==> src/rtl/ascon_permutation_iter.sv <==
// Iterative Ascon permutation (p6/p8/p12): loads a 320-bit state on start, applies
// UNROLL rounds per clock and returns the result with a one-cycle done pulse.
module ascon_permutation_iter #(
    parameter int UNROLL = 1
) (
    input  logic        clk,
    input  logic        rst_n,
    input  logic        start,
    input  logic [1:0]  rounds_sel,
    input  logic [63:0] x0_i,
    input  logic [63:0] x1_i,
    input  logic [63:0] x2_i,
    input  logic [63:0] x3_i,
    input  logic [63:0] x4_i,
    output logic [63:0] x0_o,
    output logic [63:0] x1_o,
    output logic [63:0] x2_o,
    output logic [63:0] x3_o,
    output logic [63:0] x4_o,
    output logic        busy,
    output logic        done,
    output logic        err
);

    generate
        if (UNROLL != 1 && UNROLL != 2) begin : g_bad_unroll
            $error("ascon_permutation_iter: UNROLL must be 1 or 2");
        end
    endgenerate

    typedef enum logic {IDLE, RUN} state_e;

    function automatic logic [63:0] ror(input logic [63:0] v, input int n);
        return (v >> n) | (v << (64 - n));
    endfunction

    // One Ascon round; i is the absolute round index 0..11 of a p12 schedule.
    function automatic logic [319:0] ascon_round(input logic [319:0] s, input logic [3:0] i);
        logic [63:0] x0, x1, x2, x3, x4;
        logic [63:0] t0, t1, t2, t3, t4;
        {x0, x1, x2, x3, x4} = s;
        x2 = x2 ^ {56'b0, ~i, i};
        x0 = x0 ^ x4;
        x4 = x4 ^ x3;
        x2 = x2 ^ x1;
        t0 = ~x0 & x1;
        t1 = ~x1 & x2;
        t2 = ~x2 & x3;
        t3 = ~x3 & x4;
        t4 = ~x4 & x0;
        x0 = x0 ^ t1;
        x1 = x1 ^ t2;
        x2 = x2 ^ t3;
        x3 = x3 ^ t4;
        x4 = x4 ^ t0;
        x1 = x1 ^ x0;
        x0 = x0 ^ x4;
        x3 = x3 ^ x2;
        x2 = ~x2;
        x0 = x0 ^ ror(x0, 19) ^ ror(x0, 28);
        x1 = x1 ^ ror(x1, 61) ^ ror(x1, 39);
        x2 = x2 ^ ror(x2, 1)  ^ ror(x2, 6);
        x3 = x3 ^ ror(x3, 10) ^ ror(x3, 17);
        x4 = x4 ^ ror(x4, 7)  ^ ror(x4, 41);
        return {x0, x1, x2, x3, x4};
    endfunction

    state_e       state_q, state_d;
    logic [319:0] st_q, st_d;
    logic [3:0]   rc_q, rc_d;
    logic         busy_q, busy_d;
    logic         done_q, done_d;
    logic         err_q, err_d;
    logic [319:0] round_s;
    logic [3:0]   rc_next;

    always_comb begin
        round_s = st_q;
        for (int u = 0; u < UNROLL; u++) begin
            round_s = ascon_round(round_s, rc_q + 4'(u));
        end
        rc_next = rc_q + 4'(UNROLL);
    end

    // Handshake: start is sampled only in IDLE (busy=0); the result is valid on
    // x*_o from the done pulse until the next accepted start. No queueing.
    always_comb begin
        state_d = state_q;
        st_d    = st_q;
        rc_d    = rc_q;
        busy_d  = busy_q;
        done_d  = 1'b0;
        err_d   = 1'b0;
        case (state_q)
            IDLE: begin
                if (start) begin
                    if (rounds_sel == 2'd3) begin
                        err_d = 1'b1;
                    end else begin
                        st_d    = {x0_i, x1_i, x2_i, x3_i, x4_i};
                        rc_d    = (rounds_sel == 2'd0) ? 4'd6 :
                                  (rounds_sel == 2'd1) ? 4'd4 : 4'd0;
                        busy_d  = 1'b1;
                        state_d = RUN;
                    end
                end
            end
            RUN: begin
                st_d = round_s;
                rc_d = rc_next;
                if (rc_next == 4'd12) begin
                    busy_d  = 1'b0;
                    done_d  = 1'b1;
                    state_d = IDLE;
                end
            end
            default: state_d = IDLE;
        endcase
    end

    always_ff @(posedge clk or negedge rst_n) begin
        if (!rst_n) begin
            state_q <= IDLE;
            st_q    <= '0;
            rc_q    <= '0;
            busy_q  <= 1'b0;
            done_q  <= 1'b0;
            err_q   <= 1'b0;
        end else begin
            state_q <= state_d;
            st_q    <= st_d;
            rc_q    <= rc_d;
            busy_q  <= busy_d;
            done_q  <= done_d;
            err_q   <= err_d;
        end
    end

    assign {x0_o, x1_o, x2_o, x3_o, x4_o} = st_q;
    assign busy = busy_q;
    assign done = done_q;
    assign err  = err_q;

endmodule

==> config.mk <==
export PLATFORM = sky130hd
export DESIGN_NAME = ascon_permutation_iter
export DESIGN_NICKNAME = d
export VERILOG_FILES = /design/src/rtl/ascon_permutation_iter.sv
export SDC_FILE = /design/constraint.sdc
export NUM_CORES = 1
export LEC_CHECK = 0
export CORE_MARGIN = 2
export CORE_UTILIZATION = 50
export CTS_BUF_LIST = sky130_fd_sc_hd__clkbuf_4 sky130_fd_sc_hd__clkbuf_8
export DETAILED_ROUTE_END_ITERATION = 8
export PLACE_DENSITY_LB_ADDON = 0.08
export SLEW_MARGIN = 20
export SYNTH_ARGS = -nofsm -noshare
export SYNTH_HDL_FRONTEND = slang
export SYNTH_SLANG_ARGS = --single-unit
==> constraint.sdc <==
create_clock -name clk -period 3 [get_ports clk]
set_input_delay 0.6 -clock clk [delete_from_list [all_inputs] [get_ports clk]]
set_output_delay 0.6 -clock clk [all_outputs]
set_load 0.1 [all_outputs]
## After elaboration in Yosys (flattened, before gate mapping)

Index checks and enable logic that the tools add are counted.

| operators by class | value |
|---|---|
| bitwise operators | 45 |
| equality and inequality tests | 6 |
| reduce and logical (&&, ||, !) cells | 3 |
| muxes and demuxes | 21 |
| $add $sub $neg | 1 |

Operator list:

| cell | number |
|---|---|
| $xor A64 B64 Y64 | 21 |
| $mux W320 | 2 |
| $pmux W320 S2 | 1 |
| $not A64 Y64 | 6 |
| $and A64 B64 Y64 | 5 |
| $or A23 B64 Y64 | 1 |
| $or A25 B64 Y64 | 1 |
| $or A3 B64 Y64 | 1 |
| $or A36 B64 Y64 | 1 |
| $or A45 B64 Y64 | 1 |
| $or A47 B64 Y64 | 1 |
| $or A54 B64 Y64 | 1 |
| $or A57 B64 Y64 | 1 |
| $or A58 B64 Y64 | 1 |
| $or A63 B64 Y64 | 1 |
| $xor A64 B8 Y64 | 1 |
| $mux W1 | 11 |
| $mux W4 | 2 |
| $pmux W4 S2 | 1 |
| $mux W3 | 2 |
| $add A4 B1 Y4 const B | 1 |
| $eq A4 B4 Y1 const B | 1 |
| $ne A2 B2 Y1 const B | 2 |
| $not A4 Y4 | 1 |
| other kinds (8) | 9 |

| storage, ports and cells | value |
|---|---|
| output and inout port bits | 323 |
| flip-flop bits (word level) | 328 |
| input bits | 325 |

## Logic depth before layout (Yosys ltp)

Gate-level depths: netlist (run 1).

| depth | value |
|---|---|
| depth in word-level cells | 11 |
| gate-level depth with buffers | 8 |

## Worst setup path before layout (run 1)

OpenSTA, ideal clock, no wires.

| path | value |
|---|---|
| kind | reg2reg |
| start point | register st_q[247] |
| end point | register st_q[102] |
| setup slack | 0.206 ns |
| cell stages (with the launch flop) | 7 |
| buffers on the path | 0 |
| clock period less this slack | 2.794 ns |
| data arrival time | 2.676 ns |
| cell sequence | dfrtp_1 inv_1 ha_1 xnor2_1 xnor2_1 xnor3_1 a21o_1 |

| on the way | value |
|---|---|
| word-level cells in the longest chain between the ends | 6 |

RTL lines:

| what | line | RTL |
|---|---|---|
| from (decl) | 69 | `logic [319:0] st_q, st_d;` |
| from (signal assigned) | 131 | `st_q <= st_d;` |
| $xor A64 B64 Y64 | 45 | `x2 = x2 ^ x1;` |
| $xor A64 B64 Y64 | 53 | `x2 = x2 ^ t3;` |
| $xor A64 B64 Y64 | 58 | `x3 = x3 ^ x2;` |
| $or A47 B64 Y64 | 34 | `return (v >> n) \| (v << (64 - n));` |
| $xor A64 B64 Y64 | 63 | `x3 = x3 ^ ror(x3, 10) ^ ror(x3, 17);` |
| $pmux W320 S2 | 94 | `case (state_q)` |

Every way passes these cells.
A chain may end at the register's enable or synchronous reset.

## Final worst setup path (run 1)

| path | value |
|---|---|
| start point | register st_q[70] |
| end point | register st_q[298] |

| on the way | value |
|---|---|
| word-level cells in the longest chain between the ends | 6 |

RTL lines:

| what | line | RTL |
|---|---|---|
| $xor A64 B64 Y64 | 44 | `x4 = x4 ^ x3;` |
| $xor A64 B64 Y64 | 55 | `x4 = x4 ^ t0;` |
| $xor A64 B64 Y64 | 57 | `x0 = x0 ^ x4;` |
| $or A36 B64 Y64 | 34 |  |
| $xor A64 B64 Y64 | 60 | `x0 = x0 ^ ror(x0, 19) ^ ror(x0, 28);` |
| $pmux W320 S2 | 94 |  |

Every way passes these cells.

==> out/qor.yml, run 1 <==
synth:
  syn-num-nets: 3470
  syn_area_mm2: 0.0304
  ys_types: 27
  synthCells: 3016
  async_flop_share_pct: 100
  syn_avg_cell_area_um2: 10.1
  synth-edff-count: 0
  ys_ff_latch: 328
  ys.flop_type: "dfrtp_1"
  seq_area_frac_synth_pct: 27.0
  yosys_warnings: 0
worst_setup_path:
  startpoint_type: "register"
  criticalPathCategory: "reg -> reg"
  cp_slowest_stage_delay_ps: 610
  end_kind: "register"
  cp.arrival_ps: 3260
  worstPathCellList: "inv_1, ha_1, xor2_1, xnor2_2, xnor3_1, a21oi_1"
  cp_top_family: "XOR/XNOR gates"
  slowest_stage: "xnor3_1"
  cp_num_buf_inv: 1
  cp.required_ps: 3580
  cp_max_fo: 5
floorplanning:
  rows: 90
  die-area_mm2: 0.0628
  start_util_pct: 50.5
  num_io_pins: 648
  die-width_um: 251
  core_mm2: 0.0602
  die_h_um: 251
detailed_routing:
  firstDrtPassIters: 5
  wl_per_cell_um: 31.4
  ant_nets: 0
  viasPerCell: 5.98
  drc: 0
  drt_iter0_markers: 3154
  via_count: 28131
  drt_wl_total_um: 148000
sta:
  hold_violations: 0
  worst_pin_slew_ps: 1100
  tns_ps: 0
  post-route-period-util_pct: 89.3
  rsz0062_at_grt: "false"
  skew_ps: 26.9
  setup_viol: 0
  drv_slew: 0
  slew_headroom_pct: 26.1
  max_freq_ghz: 0.373
  period_needed_ps: 2680
flow_run:
  drv_cap: 0
global_routing:
  grt_first_pass_wirelength_um: 204000
  grt_max_degree: 117
  grt_pass1_vias: 27298
  antenna_found_initial: 4
  track_usage_pct: 46.3
  grt.overflow.total: 0
final_layout:
  fillCellCount: 4666
  drive_gt1_share_pct: 19.8
  synthToLayoutAreaGrowth_pct: 32.6
  nNetsFinal: 4333
placed_design:
  hpwl_um: 122000
  routabilityCongestion: 1.09
  port_buffers: 647
cts:
  cts_tree: "done"
  cts_root_buf: "clkbuf_8"
  htreeDepth: 3
  hold_buffers: 1
  numCtsBuffers: 66
  cts_resized: 0
  post_cts_buffers: 0
  clkLatencyLatePin_ps: 680
  cts.sinks: 328
  clockBufferDepth: 3
  path_clk_slew_ps: 60
worst_hold_path:
  hp-class: "in -> async"
run_status:
  outcome: "finished, final reports clean"
cells by family after synthesis:
family | after synthesis | synth area share (%)
AO/OA/AOI/OAI | 631 | 12.4
XOR/XNOR | 904 | 39.0
adder cells (fa/ha/maj) | 190 | 7.33
buffers and inverters | 329 | 4.11
flip-flops | 328 | 27.0
multiplexers | 85 | 2.80
AND/OR/NAND/NOR | 549 | 7.35
per-stage QoR:
stage	instance area [um^2]	instances	util, %	worst slack, ps	hold slack, ps
2_1_floorplan	30400	3016	-	206	304
3_5_place_dp	38900	4592	64.6	156	532
4_1_cts	40300	4704	66.9	411	517
3_3_place_gp	38900	4592	64.6	183	475
6_report	40300	4707	66.9	321	518
5_1_grt	40300	4705	66.9	289	556
layout by cell type, fill, tap and decap left out:
cell type / instances
and2_1: 64
nand2_4: 1
xnor2_1: 374
and2_2: 1
xnor2_2: 50
clkbuf_8: 86
dfrtp_4: 1
nand4b_1: 1
nand3_1: 1
clkdlybuf4s50_1: 323
mux2i_1: 85
a21oi_1: 268
xor2_2: 2
maj3_1: 59
nor3_1: 1
nor2_1: 300
xor3_1: 5
clkinvlp_4: 1
dfrtp_1: 327
diode_2: 3
clkbuf_4: 19
buf_8: 1
buf_4: 585
buf_12: 21
a21oi_4: 1
a211oi_1: 217
ha_1: 129
xor2_1: 220
nand2_1: 179
xnor3_1: 253
maj3_2: 2
inv_1: 193
nor3b_1: 1
a21o_1: 25
o21ai_0: 120
dlygate4sd3_1: 1
clkinv_2: 5
final cells by class:
type | count | area, um^2 | area share (%)
tap | 782 | 978 | 2.43
clock buffer | 105 | 1330 | 3.29
timing repair buffer | 931 | 8070 | 20.0
sequential | 328 | 8210 | 20.4
clock inverter | 6 | 32.5 | 0.0807
antenna | 3 | 7.51 | 0.0186
inverter | 193 | 724 | 1.80
multi-input combinational | 2359 | 21000 | 52.0
Yosys cell counts (all sizes together) (5+ instances only):
cell    count  area (um^2)
xnor3     253         5700
xnor2     424         4090
buf        27          116
xor2      222         1960
o21ai     120          601
nand2     180          676
inv       193          724
clkbuf    109          409
maj3       61          613
a21o       25          188
mux2i      85          851
a21oi     269         1350
and2       65          408
nor2      300         1130
dfrtp     328         8210
a211oi    217         1630
xor3        5          119
ha        129         1610
registers in the layout (all words and copies together), names as in the netlist:
register,flops
err,1
done,1
rc_q,4
state_q,1
st_q,320
busy,1
per-layer routing:
layer  part of all wire, %  vias to the layer above  GRT usage [%]
met3                    11                      409           12.7
met5                 0.016                        -              0
met4                   6.3                        4           26.1
met1                    38                    13892           58.8
met2                    45                     1866           71.6
li1                      -                    11960              -
final timing paths:
| check | startpoint | depth (start not counted) | slack [ps] | to |
|---|---|---|---|---|
| worst min register to register | busy$_DFFE_PN0P_ | 2 | 550 | busy$_DFFE_PN0P_ |
| min in group clk | busy$_DFFE_PN0P_ | 2 | 550 | busy$_DFFE_PN0P_ |
| max in group asynchronous | rst_n | 3 | 1520 | st_q[104]$_DFFE_PN0P_ |
| worst max register to register | st_q[70]$_DFFE_PN0P_ | 6 | 320 | st_q[298]$_DFFE_PN0P_ |
| worst min-delay path | rst_n | 2 | 520 | busy$_DFFE_PN0P_ |
| worst max-delay path | st_q[70]$_DFFE_PN0P_ | 6 | 320 | st_q[298]$_DFFE_PN0P_ |
Power of run 1 is left out: the tool's default activity adds up to more than one toggle a clock period on the data nets, which glitch-free logic cannot reach.
==> run 2: changes to the inputs <==
--- a/config.mk
+++ b/config.mk
@@ -5,11 +5,12 @@
 export SDC_FILE = /design/constraint.sdc
 export NUM_CORES = 1
 export LEC_CHECK = 0
-export CORE_MARGIN = 2
-export CORE_UTILIZATION = 50
+export CORE_AREA = 2 2 255 257
 export CTS_BUF_LIST = sky130_fd_sc_hd__clkbuf_4 sky130_fd_sc_hd__clkbuf_8
 export DETAILED_ROUTE_END_ITERATION = 8
+export DIE_AREA = 0 0 257 259
 export PLACE_DENSITY_LB_ADDON = 0.08
+export SKIP_CTS_REPAIR_TIMING = 1
 export SLEW_MARGIN = 20
 export SYNTH_ARGS = -nofsm -noshare
 export SYNTH_HDL_FRONTEND = slang
==> run 2 against run 1 <==
Setup slack gained 33 ps. Die area grew 6.0%. First-iteration DRC count is 0.60% higher. Largest cell class unchanged.
==> out/qor.yml, run 2 (synthesized netlist as in run 1, its figures left out) <==
run_status:
  outcome: "finished, final reports clean"
sta:
  slew_headroom_pct: 34.8
  period_needed_ps: 2650
  tns_ps: 0
  post-route-period-util_pct: 88.2
  worst_pin_slew_ps: 971
  rsz0062_at_grt: "false"
  skew_ps: 30.1
  max_freq_ghz: 0.378
  setup_slack_ps: 354
  setup_viol: 0
  drv_slew: 0
  hold_violations: 0
cts:
  numCtsBuffers: 67
  cts_root_buf: "clkbuf_8"
  clkLatencyLatePin_ps: 700
  path_clk_slew_ps: 60
  cts.sinks: 328
  htreeDepth: 3
  clockBufferDepth: 3
  cts_tree: "done"
final_layout:
  layout_commonest_cell: "buf_4"
  top_register: "st_q"
  largest_reg_flops: 320
  nNetsFinal: 4348
  drive_gt1_share_pct: 20.3
  reg_top3: "st_q x320, rc_q x4"
  fin_cells: 4805
  synthToLayoutAreaGrowth_pct: 33.8
  final_cell_mix: "buf_4 (599), xnor2_1 (374), dfrtp_1 (327)"
detailed_routing:
  via_count: 28069
  ant_nets: 0
  wl_per_cell_um: 30.7
  drc: 0
  viasPerCell: 5.84
  firstDrtPassIters: 5
  drt_iter0_markers: 3173
  drt_wl_total_um: 148000
worst_hold_path:
  worstHoldStart: "busy$_DFFE_PN0P_"
  hp-class: "reg -> reg"
global_routing:
  grt_pass1_vias: 27558
  grt_first_pass_wirelength_um: 204000
  antenna_found_initial: 13
  grt.overflow.total: 0
  track_usage_pct: 43.7
  grt_max_degree: 122
floorplanning:
  die-area_mm2: 0.0666
  num_io_pins: 648
  die-width_um: 257
  core_mm2: 0.0639
  rows: 93
  die_h_um: 259
  start_util_pct: 47.6
worst_setup_path:
  rr_startpoint: "st_q[103]$_DFFE_PN0P_"
  cp.arrival_ps: 3240
  criticalPathCategory: "reg -> reg"
  worstPathCellList: "inv_1, ha_1, xor2_1, xnor2_1, xnor3_1, a21oi_1"
  cp.required_ps: 3600
  cp_max_fo: 6
  end_kind: "register"
  cp_slowest_stage_delay_ps: 710
  cp_num_buf_inv: 1
  cp-startpoint: "st_q[103]$_DFFE_PN0P_"
  slowest_stage: "xnor2_1"
  startpoint_type: "register"
  cp_top_family: "XOR/XNOR gates"
flow_run:
  drv_cap: 0
placed_design:
  routabilityCongestion: 1.06
  hpwl_um: 122000
  dpl_worst_slack_ps: 339
  dp.cells: 4679
  port_buffers: 647
run 2: metal layers:
| metal | wire length [um] | GRT usage [%] | vias to the layer above | part of all wire [%] |
|---|---|---|---|---|
| li1 | - | - | 12009 | - |
| met1 | 55800 | 54.3 | 13863 | 38 |
| met2 | 65600 | 67.5 | 1728 | 44 |
| met3 | 15900 | 13.2 | 451 | 11 |
| met4 | 10300 | 25.5 | 18 | 7.0 |
| met5 | 108 | 0 | - | 0.073 |
run 2: final timing paths:
kind	cells after the start	slack, ps	endpoint
min	2	520	busy$_DFFE_PN0P_
max reg2reg	6	350	st_q[267]$_DFFE_PN0P_
max in group asynchronous	3	1540	st_q[156]$_DFFE_PN0P_
min in group asynchronous	2	540	st_q[132]$_DFFE_PN0P_
max	6	350	st_q[267]$_DFFE_PN0P_
min reg2reg	2	520	busy$_DFFE_PN0P_
run 2: through the flow:
step	cell area (um^2)	hold WS, ps	util, %
final	40700	515	63.7
after detailed placement	39100	506	61.3
after CTS	40600	-15.5	63.6
after global placement	39100	496	61.3
after floorplan	30400	304	-
after global routing	40700	533	63.6
run 2: area by class of cell:
type	count	area, um^2
multi-input cells	2359	21000
well taps	855	1070
repair buffers	945	8180
clock inverters	10	114
clock buffers	110	1400
diodes	5	12.5
flip-flops and latches	328	8210
fillers	5416	23200
inverters	193	724
run 2: tightest hold or removal path: stages (launching register included):
cell and delay, ps:
dfrtp_1 370, nand2_1 50, o21ai_0 60
Power of run 2 is left out for the same reason.
